`config.mk`:
```
export PLATFORM = sky130hd
export DESIGN_NAME = fifo_word_serializer
export DESIGN_NICKNAME = d
export VERILOG_FILES = /design/src/rtl/fifo_word_serializer.sv
export SDC_FILE = /design/constraint.sdc
export NUM_CORES = 1
export LEC_CHECK = 0
export BUFFER_PORTS_ARGS = -buffer_cell sky130_fd_sc_hd__buf_2
export CORE_UTILIZATION = 35
export CTS_CLUSTER_SIZE = 8
export DETAILED_ROUTE_END_ITERATION = 12
export SYNTH_ARGS = -nofsm -noshare
export SYNTH_HDL_FRONTEND = slang
export SYNTH_SLANG_ARGS = --single-unit
```
`constraint.sdc`:
```
create_clock -name clk -period 3.81 [get_ports clk]
set_clock_uncertainty 0.1 [all_clocks]
set_input_delay 0.1905 -clock clk [delete_from_list [all_inputs] [get_ports clk]]
set_output_delay 0.1905 -clock clk [all_outputs]
set_load 0.01 [all_outputs]
```
`src/rtl/fifo_word_serializer.sv`:
```
// Word-to-byte serializer feeding an 8-bit FIFO write port, LSB first.
// Define SER_CHECKSUM_EN to append an XOR checksum byte per packet.
module fifo_word_serializer #(
    parameter int NUM_BYTES = 4,
    parameter int BYTE_W    = 8
) (
    input  logic                        clk,
    input  logic                        rst,
    input  logic                        in_valid,
    output logic                        in_ready,
    input  logic [NUM_BYTES*BYTE_W-1:0] in_data,
    input  logic                        in_last,
    input  logic [2:0]                  in_nbytes,
    output logic                        wr_en,
    output logic [BYTE_W-1:0]           data_in,
    input  logic                        full,
    output logic                        busy,
    output logic [15:0]                 pkt_count
);

    localparam int IDX_W = $clog2(NUM_BYTES);

`ifdef SER_CHECKSUM_EN
    typedef enum logic [1:0] {IDLE, SEND, CSUM} state_t;
`else
    typedef enum logic [1:0] {IDLE, SEND} state_t;
`endif

    state_t                             state_q, state_d;
    logic [NUM_BYTES-1:0][BYTE_W-1:0]   word_q, word_d;
    logic                               last_q, last_d;
    logic [2:0]                         nb_q, nb_d;
    logic [IDX_W-1:0]                   idx_q, idx_d;
    logic [15:0]                        pkt_q, pkt_d;
`ifdef SER_CHECKSUM_EN
    logic [BYTE_W-1:0]                  csum_q, csum_d;
`endif

    logic [BYTE_W-1:0] cur_byte;
    logic              eow;
    logic [2:0]        in_nb;
    logic              load;

    assign cur_byte = word_q[idx_q];
    assign eow      = (3'(idx_q) == nb_q - 3'd1);

    // Out-of-range byte counts on a last word mean a full word.
    always_comb begin
        in_nb = 3'd4;
        if (in_last && in_nbytes != 3'd0 && in_nbytes <= 3'd4) begin
            in_nb = in_nbytes;
        end
    end

    always_comb begin
        state_d  = state_q;
        word_d   = word_q;
        last_d   = last_q;
        nb_d     = nb_q;
        idx_d    = idx_q;
        pkt_d    = pkt_q;
`ifdef SER_CHECKSUM_EN
        csum_d   = csum_q;
`endif
        wr_en    = 1'b0;
        data_in  = '0;
        in_ready = 1'b0;
        load     = 1'b0;

        unique case (state_q)
            IDLE: begin
                in_ready = 1'b1;
                load     = in_valid;
            end
            SEND: begin
                data_in = cur_byte;
                wr_en   = !full;
                if (wr_en) begin
                    idx_d = idx_q + IDX_W'(1);
`ifdef SER_CHECKSUM_EN
                    csum_d = csum_q ^ cur_byte;
`endif
                    if (eow) begin
                        state_d = IDLE;
                        if (!last_q) begin
                            in_ready = 1'b1;
                        end else begin
`ifdef SER_CHECKSUM_EN
                            state_d = CSUM;
`else
                            pkt_d    = pkt_q + 16'd1;
                            in_ready = 1'b1;
`endif
                        end
                        // Zero-bubble handoff to the next word.
                        load = in_valid && in_ready;
                    end
                end
            end
`ifdef SER_CHECKSUM_EN
            CSUM: begin
                data_in = csum_q;
                wr_en   = !full;
                if (wr_en) begin
                    pkt_d   = pkt_q + 16'd1;
                    csum_d  = '0;
                    state_d = IDLE;
                end
            end
`endif
            default: state_d = IDLE;
        endcase

        if (load) begin
            word_d  = in_data;
            last_d  = in_last;
            nb_d    = in_nb;
            idx_d   = '0;
            state_d = SEND;
        end
    end

    always_ff @(posedge clk or negedge rst) begin
        if (!rst) begin
            state_q <= IDLE;
            word_q  <= '0;
            last_q  <= 1'b0;
            nb_q    <= 3'd4;
            idx_q   <= '0;
            pkt_q   <= '0;
`ifdef SER_CHECKSUM_EN
            csum_q  <= '0;
`endif
        end else begin
            state_q <= state_d;
            word_q  <= word_d;
            last_q  <= last_d;
            nb_q    <= nb_d;
            idx_q   <= idx_d;
            pkt_q   <= pkt_d;
`ifdef SER_CHECKSUM_EN
            csum_q  <= csum_d;
`endif
        end
    end

    assign busy      = (state_q != IDLE);
    assign pkt_count = pkt_q;

endmodule

```
* Yosys cells after proc, flatten, opt, wreduce, memory -nomap -nowiden
Index checks and enable logic that the tools add are counted.
W data, S select, Z words.
** Word-level totals
- Bits in registers :: 56
- Output and inout bits :: 27
- Word-level logic and storage cells :: 53
- Bits of input ports :: 40
** Operators by class
- Multiplexer cells :: 21
- Bitwise logic cells :: 1
- Reduce and logical (&&, ||, !) cells :: 11
- Order comparisons :: 2
- Add/sub/neg operators :: 3
- Equality and inequality tests :: 6
** Operators with widths (number)
- $add A16 B1 Y16 const B :: 1
- $bmux W8 S2 :: 1
- $mux W8 :: 2
- $mux W2 :: 6
- $mux W1 :: 8
- $ne A3 B3 Y1 const B :: 2
- $pmux W1 S2 :: 2
- $pmux W2 S2 :: 1
- $reduce_and A4 Y1 :: 1
- $reduce_bool A2 Y1 :: 2
- $eq A2 B3 Y1 :: 1
- $le A3 B3 Y1 const B :: 1
- $logic_and A1 B1 Y1 :: 3
- $lt A2 B3 Y1 const B :: 1
- $mux W3 :: 1
- $reduce_and A3 Y1 :: 1
- $reduce_bool A3 Y1 :: 1
- $sub A3 B1 Y3 const B :: 1
- $add A2 B1 Y2 const B :: 1
- $eq A2 B1 Y1 const B :: 1
- $logic_not A2 Y1 :: 1
- $ne A2 B1 Y1 const B :: 1
- $ne A2 B2 Y1 const B :: 1
- $reduce_and A2 Y1 :: 1
- 2 further kinds :: 2

* Depth between registers and ports, before layout
- Depth in word-level cells :: 11
- Mapped depth :: 8
- Gate-level depth less buffers :: 6

* Worst setup path after synthesis
No wires, ideal clock.
- Kind :: reg2reg
- Start :: reg nb_q[0]
- End :: reg word_q[16] (netlist bit)
- Setup slack :: 1.647 ns
- Clock period less this slack :: 2.163 ns
- Data arrival time :: 1.938 ns
- Path buffers :: 2
- Data required time :: 3.585 ns
- Stages on the path, launching flop included :: 8
- Library setup time :: 0.125 ns
- Cells stage by stage :: dfrtp_1 > inv_1 > ha_1 > xnor2_1 > o41ai_2 > buf_4 > buf_4 > mux2_2
** Between the ends
- Longest elaborated chain between the ends :: 5
** Ends and longest elaborated chain
- start: declaration :: line 32 : logic [2:0] nb_q, nb_d;
- start signal: assignment :: line 138 : nb_q <= nb_d;
- $sub A3 B1 Y3 :: line 45 : assign eow = (3'(idx_q) == nb_q - 3'd1);
- $eq A2 B3 Y1 :: line 45
- $mux W1 :: line 83 : if (eow) begin
- $mux W1 :: line 78 : if (wr_en) begin
- $pmux W1 S2 :: line 70 : unique case (state_q)
- end signal: assignment :: line 136 : word_q <= word_d;
- end: declaration :: line 30 : logic [NUM_BYTES-1:0][BYTE_W-1:0] word_q, word_d;
No other way between the ends.
A chain may end at the register's enable or synchronous reset.

* Worst setup path after layout
- Start :: reg idx_q[1]
- End :: out in_ready
** Between the ends
- Longest elaborated chain between the ends :: 4
** Ends and longest elaborated chain
- start: declaration :: line 33 : logic [IDX_W-1:0] idx_q, idx_d;
- start signal: assignment :: line 139 : idx_q <= idx_d;
- $eq A2 B3 Y1 :: line 45
- $mux W1 :: line 83
- $mux W1 :: line 78
- $pmux W1 S2 :: line 70
- end: declaration :: line 10 : output logic in_ready,
No other way between the ends.

==> flow_metrics.py <==
metrics = {
    "status": {
        "status": "complete, no violations",
    },
    "worst_hold_path": {
        "hold-path-endpoint": "word_q[2]",
        "hold_path_depth": 2,
        "hp-class": "in -> reg",
        "hp-start": "in_data[2]",
    },
    "timing": {
        "period_needed_ns": 2.64,
        "worst_hold_slack_ns": 0.00582,
        "hold_violations": 0,
        "period_share_pct": 69.3,
        "worst_pin_slew_ns": 0.891,
        "fin_tns_setup_ns": 0,
        "slew_viol_final": 0,
        "max-slew-margin-rel_pct": 40.1,
        "setup_viol": 0,
        "fmax_ghz": 0.379,
        "grt_setup_unrepaired": "no",
    },
    "floorplan": {
        "rows": 30,
        "design.die.area_um2": 7630,
        "die_x_um": 87.3,
        "die_y_um": 87.3,
        "core_um2": 6910,
        "io_pins": 67,
        "initial_core_util_pct": 36.9,
    },
    "synthesis": {
        "synth.ff_latch_count": 55,
        "seq_area_frac_synth_pct": 54.1,
        "synth-simple-area-share_pct": 11.0,
        "synth_compound_area_share_pct": 3.09,
        "ys_types": 34,
        "synth_top_family_by_area": "multiplexers",
        "muxShareOfSynthArea_pct": 22.1,
        "syn_inst": 189,
        "netlist_area_um2": 2550,
        "ys_warn_count": 0,
        "synth-adder-area-share_pct": 0.982,
        "synth_nets": 231,
        "synth_area_per_cell_um2": 13.5,
        "synth_xor_area_share_pct": 6.19,
    },
    "routing": {
        "drc": 0,
        "viasPerCell": 4.65,
        "vias": 1752,
        "wl_per_cell_um": 14.0,
        "drt-pass1-iter-count": 4,
        "final_antenna_net_count": 0,
        "drt_wl_total_um": 5260,
        "drt_iter0_drc": 97,
    },
    "finish": {
        "nets": 322,
        "seqCellArea_um2": 1380,
        "drive_gt1_share_pct": 43.8,
        "antenna_cells": 0,
        "syn2layout_area_growth_pct": 30.2,
        "multi_input_area_um2": 1120,
        "fillerInstances": 678,
    },
    "power": {
        "p_leak_nw": 1.53,
        "fin_total_pwr_mw": 2.34,
        "ir_worst_vdd_mv": 0.283,
        "p_per_area_nw_per_um2": 706,
    },
    "critical_path": {
        "crit_family": "flip-flops",
        "r2r_slack_ns": 1.37,
        "slowest_stage": "dfrtp_1",
        "crit_chain": "xnor2_1, or3_1, o21ai_0, buf_2",
        "cp.arrival_ns": 2.35,
        "crit_type": "reg -> out",
        "cp-end-kind": "output port",
        "path_buf_inv": 1,
        "rr_endpoint": "word_q[21]",
        "ff2ff_path_depth": 4,
        "cp_max_fo": 12,
        "r2r-start": "idx_q[1]",
        "crit_path_start_kind": "register",
        "cp_data_required_time_ns": 3.52,
        "max_stage_delay_ns": 0.70,
    },
    "clock_tree": {
        "clk_pin_slew_ns": 0.12,
        "cts_max_level": 2,
        "clock_path_buffers": 2,
        "root_buffer": "clkbuf_8",
        "cts_num_sinks": 55,
        "cts_tree": "yes",
        "clkLatencyLatePin_ns": 0.32,
        "cts_resized": 0,
        "cts_buffers": 5,
    },
    "global_route": {
        "gr-total-overflow": 0,
        "grt_pass1_vias": 1707,
        "grt_pass1_wl_um": 8400,
        "grt_max_degree": 56,
        "antenna_found_initial": 0,
        "grt_usage_pct": 14.4,
    },
    "placement": {
        "numPortBuffers": 66,
        "place.gp.congestion": 0.765,
        "dp_hpwl_um": 3470,
    },
    "flow_run": {
        "maxCapViolations": 0,
    },
}
[cells by family after synthesis]
group | after synthesis
AO/OA/AOI/OAI | 11
flip-flops | 55
AND/OR/NAND/NOR | 47
adder cells (fa/ha/maj) | 2
multiplexers | 42
buffers and inverters | 14
XOR/XNOR | 18
[placed cells by master (no fill, tap or decap), types with 3 or more instances in the layout]
cell and n:
nor4_1 4, nand3_1 9, a21oi_1 3, and2_1 9, mux2_2 34, xnor2_1 10, clkbuf_8 5, xor2_1 8
buf_4 3, dfrtp_1 54, inv_1 6, o21ai_0 3, dlygate4sd3_1 23, nand2_1 5, mux4_2 8, buf_2 66
nand4_1 6
[per-layer routing]
metal,track usage (%),part of all wire [%],vias up
li1,-,-,861
met1,19.3,48,855
met2,24.1,48,32
met3,2.56,3.1,4
met4,4.02,1.2,0
met5,0,0,-
[flip-flops by register name, indices dropped and copies added (netlist names)]
register	count
pkt_count	16
idx_q	2
nb_q	3
word_q	32
state_q	1
last_q	1
[Yosys cell counts]
cell type  instances  area (µm²)
xor2_1             8        70.1
buf_4              2        15.0
nor2b_1            1        6.26
nor4_1             4        25.0
o31ai_1            1        7.51
buf_2              4        20.0
nor4b_2            1        15.0
o211ai_1           1        7.51
nor2_1             2        7.51
nand3_1            9        45.0
and3_1             2        12.5
nor3_1             2        10.0
mux4_2             8         180
xnor2_1           10        87.6
dfstp_2            1        26.3
ha_1               2        25.0
a311o_1            1        10.0
o41ai_2            1        16.3
nand2b_1           2        12.5
mux2_2            34         383
nand2_1            5        18.8
and4_1             1        8.76
nand4_1            6        37.5
clkbuf_1           1        3.75
and2_1             9        56.3
dfrtp_1           54        1350
a21oi_1            3        15.0
inv_1              6        22.5
buf_1              1        3.75
or3_1              1        6.26
nand3b_1           1        7.51
o21a_1             1        7.51
o21ai_0            3        15.0
nor4_2             1        12.5
[report_power, final]
group	switching (mW)	internal (mW)
sequential	0.155	0.810
clock	0.215	0.137
combinational	0.438	0.586
[worst max path at each step]
stage	startpoint	cells past startpoint	to
after floorplan	nb_q[0]	7	word_q[16]
after global placement	idx_q[1]	4	word_q[31]
after detailed placement	idx_q[1]	4	word_q[21]
after CTS	idx_q[1]	4	in_ready
after global routing	idx_q[1]	4	in_ready
final	idx_q[1]	4	in_ready
[timing repair]
item	in CTS	in global routing
hold buffers	20	3
hold endpoints to repair	73	3
setup buffers	0	0
[area by class of cell]
type                    count  area share [%]
flip-flops and latches     55            41.5
clock inverters             3           0.867
well taps                  96            3.62
inverters                   6           0.679
multi-input cells         120            33.7
clock buffers               5            2.07
repair buffers             92            17.6
[stage by stage]
step / util [%] / setup WS (ns) / instances / instance area [µm²]
4_1_cts: 47.6 / 1.15 / 374 / 3290
5_1_grt: 48.0 / 1.02 / 377 / 3320
6_report: 48.0 / 1.17 / 377 / 3320
3_5_place_dp: 43.3 / 1.38 / 346 / 2990
2_1_floorplan: - / 1.65 / 189 / 2550
3_3_place_gp: 43.3 / 1.42 / 346 / 2990
(Power assumes the default switching activity.)
